$ cat src/rtl/audio_meter_pkg.sv
// Shared constants for the level-meter datapath: default sample width, window length and
// full-scale helpers derived per sample width.
package audio_meter_pkg;

    localparam int unsigned DATA_WIDTH_DEFAULT    = 16;
    localparam int unsigned WINDOW_LENGTH_DEFAULT = 1024;

    // Largest positive code, +(2^(width-1)-1).
    function automatic logic [31:0] full_scale_pos(input int unsigned width);
        return (32'd1 << (width - 1)) - 32'd1;
    endfunction

    // Bit pattern of the most negative code, -2^(width-1).
    function automatic logic [31:0] full_scale_neg(input int unsigned width);
        return 32'd1 << (width - 1);
    endfunction

endpackage

$ cat src/rtl/signed_magnitude.sv
// Combinational absolute value of a two's-complement sample plus full-scale clip detect.
// The most negative code maps to 2^(DATA_WIDTH-1) with no saturation.
module signed_magnitude
    import audio_meter_pkg::*;
#(
    parameter int unsigned DATA_WIDTH = DATA_WIDTH_DEFAULT
) (
    input  logic [DATA_WIDTH-1:0] i_data,
    output logic [DATA_WIDTH-1:0] o_mag,
    output logic                  o_clip
);

    localparam logic [DATA_WIDTH-1:0] FS_POS = DATA_WIDTH'(full_scale_pos(DATA_WIDTH));
    localparam logic [DATA_WIDTH-1:0] FS_NEG = DATA_WIDTH'(full_scale_neg(DATA_WIDTH));

    always_comb begin
        o_mag  = i_data[DATA_WIDTH-1] ? (~i_data + DATA_WIDTH'(1)) : i_data;
        o_clip = (i_data == FS_POS) || (i_data == FS_NEG);
    end

endmodule

$ cat src/rtl/audio_peak_window.sv
// Tracks the peak magnitude and clip status over windows of WINDOW_LENGTH accepted samples
// and presents one result per window on a single-entry valid/ready output.
module audio_peak_window
    import audio_meter_pkg::*;
#(
    parameter int unsigned DATA_WIDTH    = DATA_WIDTH_DEFAULT,
    parameter int unsigned WINDOW_LENGTH = WINDOW_LENGTH_DEFAULT,
    parameter int unsigned COUNT_WIDTH   = $clog2(WINDOW_LENGTH)
) (
    input  logic                  i_clk,
    input  logic                  i_reset,
    input  logic                  i_valid,
    output logic                  i_ready,
    input  logic [DATA_WIDTH-1:0] i_data,
    output logic                  o_valid,
    input  logic                  o_ready,
    output logic [DATA_WIDTH-1:0] o_data,
    output logic                  o_clip
);

    localparam logic [COUNT_WIDTH-1:0] LAST_COUNT = COUNT_WIDTH'(WINDOW_LENGTH - 1);

    logic [COUNT_WIDTH-1:0] count_q, count_d;
    logic [DATA_WIDTH-1:0]  peak_q, peak_d;
    logic                   clip_acc_q, clip_acc_d;
    logic [DATA_WIDTH-1:0]  o_data_q, o_data_d;
    logic                   o_clip_q, o_clip_d;
    logic                   o_valid_q, o_valid_d;

    logic [DATA_WIDTH-1:0]  mag;
    logic                   sample_clip;
    logic [DATA_WIDTH-1:0]  peak_max;
    logic                   last;
    logic                   take;

    signed_magnitude #(
        .DATA_WIDTH (DATA_WIDTH)
    ) u_signed_magnitude (
        .i_data (i_data),
        .o_mag  (mag),
        .o_clip (sample_clip)
    );

    always_comb begin
        last     = (count_q == LAST_COUNT);
        // Stall only the window-closing sample, and only while the held result is unaccepted.
        i_ready  = !(last && o_valid_q && !o_ready);
        take     = i_valid && i_ready;
        peak_max = (mag > peak_q) ? mag : peak_q;
    end

    always_comb begin
        count_d    = count_q;
        peak_d     = peak_q;
        clip_acc_d = clip_acc_q;
        o_data_d   = o_data_q;
        o_clip_d   = o_clip_q;
        o_valid_d  = o_valid_q;

        if (o_valid_q && o_ready) begin
            o_valid_d = 1'b0;
        end

        if (take) begin
            if (last) begin
                o_data_d  = peak_max;
                o_clip_d  = clip_acc_q | sample_clip;
                o_valid_d = 1'b1;
                count_d   = '0;
            end else if (count_q == '0) begin
                // First sample of a window loads rather than comparing against the stale peak.
                peak_d     = mag;
                clip_acc_d = sample_clip;
                count_d    = count_q + COUNT_WIDTH'(1);
            end else begin
                peak_d     = peak_max;
                clip_acc_d = clip_acc_q | sample_clip;
                count_d    = count_q + COUNT_WIDTH'(1);
            end
        end
    end

    always_ff @(posedge i_clk) begin
        if (i_reset) begin
            count_q    <= '0;
            peak_q     <= '0;
            clip_acc_q <= 1'b0;
            o_data_q   <= '0;
            o_clip_q   <= 1'b0;
            o_valid_q  <= 1'b0;
        end else begin
            count_q    <= count_d;
            peak_q     <= peak_d;
            clip_acc_q <= clip_acc_d;
            o_data_q   <= o_data_d;
            o_clip_q   <= o_clip_d;
            o_valid_q  <= o_valid_d;
        end
    end

    assign o_valid = o_valid_q;
    assign o_data  = o_data_q;
    assign o_clip  = o_clip_q;

endmodule

$ cat config.mk
export PLATFORM = sky130hd
export DESIGN_NAME = audio_peak_window
export DESIGN_NICKNAME = d
export VERILOG_FILES = /design/src/rtl/audio_meter_pkg.sv /design/src/rtl/signed_magnitude.sv /design/src/rtl/audio_peak_window.sv
export SDC_FILE = /design/constraint.sdc
export NUM_CORES = 1
export LEC_CHECK = 0
export ABC_AREA = 0
export CAP_MARGIN = 20
export CELL_PAD_IN_SITES_DETAIL_PLACEMENT = 2
export CELL_PAD_IN_SITES_GLOBAL_PLACEMENT = 2
export CORE_MARGIN = 10
export CORE_UTILIZATION = 37
export CTS_BUF_LIST = sky130_fd_sc_hd__clkbuf_8
export DETAILED_ROUTE_END_ITERATION = 8
export PLACE_DENSITY = 0.85
export SKIP_CTS_REPAIR_TIMING = 1
export SLEW_MARGIN = 30
export SYNTH_ARGS = -nofsm -noshare
export SYNTH_HDL_FRONTEND = slang
export SYNTH_SLANG_ARGS = --single-unit
$ cat constraint.sdc
create_clock -name i_clk -period 7.99 [get_ports i_clk]
set_clock_uncertainty 0.15 [all_clocks]
set_input_delay 1.598 -clock i_clk [delete_from_list [all_inputs] [get_ports i_clk]]
set_output_delay 1.598 -clock i_clk [all_outputs]
set_load 0.01 [all_outputs]
==> results.yml <==
status:
  status: "finished clean"
setup_path:
  worstPathArrival_ns: 5.41
  cp_slowest_cell: "or4_4"
  critPathTopFamily: "simple AND/OR/NAND/NOR gates"
  critPathMaxStageDelay_ns: 0.57
  cp.buffers_inverters: 1
  critPathRequiredTime_ns: 8.01
  crit_path_end_kind: "flip-flop"
  critical_path_class: "in2reg"
  setup.worst_path.start_class: "input pin"
  cp_cell_sequence: "clkdlybuf4s50_1 -> or4_4 -> and4bb_2 -> a21boi_2 -> xnor2_2 -> ha_1 -> nand4_1 -> nor3_1 -> a21boi_0 -> o41a_2 -> mux2i_1 -> o22ai_1"
  cp_max_fo: 16
cts:
  tritoncts: "built"
  cts.clk_slew.worst_paths_ns: 0.08
  clock_path_buffers: 2
  cts.sinks: 45
  h-tree-depth: 2
  clkLatencyLatePin_ns: 0.30
  cts_root_buf: "clkbuf_8"
  numCtsBuffers: 5
drt:
  drc: 0
  wl_per_cell_um: 19.1
  finalWirelength_mm: 8.45
  viasPerCell: 5.59
  postRouteAntennaNets: 0
  vias: 2472
  dr.pass1.iters: 4
  drtIter0Drc: 57
pwr:
  p_per_area_mw_per_mm2: 164
  switching_power_mw: 0.174
  comb_power_share_pct: 27.8
  clkPwrFrac_pct: 26.4
  power_frac_seq_pct: 45.8
  peakVddDrop_mv: 0.0576
  switching_share_pct: 32.9
  p_int_mw: 0.355
  p_leak_nw: 1.19
floorplan:
  fp-row-count: 31
  coreArea_mm2: 0.00721
  die_x_um: 106
  die_h_um: 106
  io_pins: 39
  start_util_pct: 37.8
  die_area_mm2: 0.0112
yosys:
  ys_warn_count: 0
  synth_area_mm2: 0.00273
  synth_top_area_cell: "dfxtp_1"
  syn-instance-count: 312
  dominantRegCellSynth: "dfxtp_1"
  synthArstFlopShare_pct: 0
  synth_edf_count: 0
  syn_avg_cell_area_um2: 8.75
  seq_area_frac_synth_pct: 33.0
  synth_seq_cells: 45
  yosys-top-cells-area: "dfxtp_1 (33%), ha_1 (9.2%), mux2i_1 (5.9%)"
  ys_types: 55
  synthesis.nets: 352
  synth_top_area_share_pct: 33.0
layout:
  final_cells: 442
  register_area_um2: 901
  drive_gt1_share_pct: 6.12
  nNetsFinal: 382
  mostFrequentLayoutCell: "dfxtp_1"
  final_cell_mix: "dfxtp_1 (45), clkdlybuf4s50_1 (38), nand2_1 (30)"
  fillers: 831
  area_growth_pct: 18.4
  antenna_cells: 0
  multi_input_area_mm2: 0.00165
  utilization_pct: 44.8
grt:
  overflow: 0
  grt_pass1_vias: 2787
  grt_use_total_pct: 15.4
  grt_pass1_wl_mm: 14.3
  antenna_found_initial: 0
  grt_max_degree: 33
placed_design:
  dp_slack_ns: 2.26
  io_buffer_count: 38
  dpl.cell_count: 434
  dp_hpwl_mm: 6.46
  gp_congestion: 0.841
sta:
  setup-tns-final_ns: 0
  max_freq_mhz: 185
  finalCriticalPeriod_ns: 5.39
  hold_viol_final: 0
  fin_ws_ns: 2.60
  min_period_over_period_pct: 67.5
  rsz0062_at_grt: "no"
  setup_viol: 0
  worstMarginPinSlew_ns: 0.953
  finalMaxSlewViolations: 0
  relSlewSlack_pct: 36.4
hold_path:
  hold_class: "reg2reg"
job:
  maxCapViolCount: 0
==> cell usage after synthesis, types with 3 or more instances <==
cell and count:
dfxtp_1 45, nand2_1 30, inv_1 22, ha_1 20
o21ai_0 19, a22oi_1 17, mux2i_1 16, o22ai_1 16
nor2_1 15, xnor2_1 12, a21oi_1 9, nand4_1 9
clkbuf_1 8, nor3_1 7, buf_2 5, nand3b_1 4
xor2_1 4, nand2b_1 3, nor4_1 3, o31ai_1 3
==> power by group through the flow <==
stage | logic [mW] | clock network, mW | registers [mW]
2_1_floorplan | 0.106 | 0 | 0.244
3_5_place_dp | 0.146 | 0 | 0.247
6_report | 0.147 | 0.140 | 0.242
3_3_place_gp | 0.139 | 0 | 0.246
4_1_cts | 0.148 | 0.142 | 0.242
5_1_grt | 0.164 | 0.153 | 0.244
==> state kept, by name, indices dropped and copies added (netlist names) <==
register,count
count_q,10
clip_acc_q,1
peak_q,16
o_clip,1
o_valid,1
o_data,16
==> layout make-up <==
cell class                      count  area share, %
Multi-Input combinational cell    228           50.9
Sequential cell                    45           27.9
Timing Repair Buffer               40           12.2
Tap cell                           99           3.83
Inverter                           22           2.56
Clock buffer                        5           2.13
Clock inverter                      3          0.426
==> layer usage <==
metal | share of wire [%] | global-route usage [%] | up-vias
met1 | 46 | 18.2 | 1231
met2 | 51 | 27.9 | 35
li1 | - | - | 1196
met3 | 1.9 | 2.13 | 10
met4 | 1.4 | 4.93 | 0
met5 | 0 | 0 | -
==> worst paths after layout <==
kind | start | to | slack, ns | cells past startpoint
hold reg to reg | o_data[3] | o_data[3] | 0.31 | 2
hold / removal | o_data[3] | o_data[3] | 0.31 | 2
setup / recovery | i_data[6] | peak_q[8] | 2.60 | 12
setup reg to reg | count_q[0] | peak_q[5] | 4.89 | 6
==> cell families (layout without fill, tap and decap cells) <==
group | Yosys count | after routing | synth area share [%]
adder cells (fa/ha/maj) | 20 | 20 | 9.17
buffers and inverters | 39 | 70 | 6.69
AO/OA/AOI/OAI | 85 | 85 | 21.7
flip-flops | 45 | 45 | 33.0
XOR/XNOR | 17 | 17 | 5.73
AND/OR/NAND/NOR | 90 | 90 | 17.8
multiplexers | 16 | 16 | 5.87
==> worst register-to-register path, delay by kind of cell (launching register included) <==
family / cells / cell delay [ns]
compound gates: 1 / 0.22
simple gates: 4 / 1.91
flops: 1 / 0.43
fa+ha+maj: 1 / 0.25
==> through the flow <==
step	cell area [µm²]	power [mW]	hold WS, ns
2_1_floorplan	2730	0.350	0.298
3_3_place_gp	3150	0.385	0.284
3_5_place_dp	3150	0.393	0.306
4_1_cts	3230	0.532	0.322
5_1_grt	3230	0.561	0.364
6_report	3230	0.529	0.313
No activity file was read; power rests on OpenSTA's default activity.
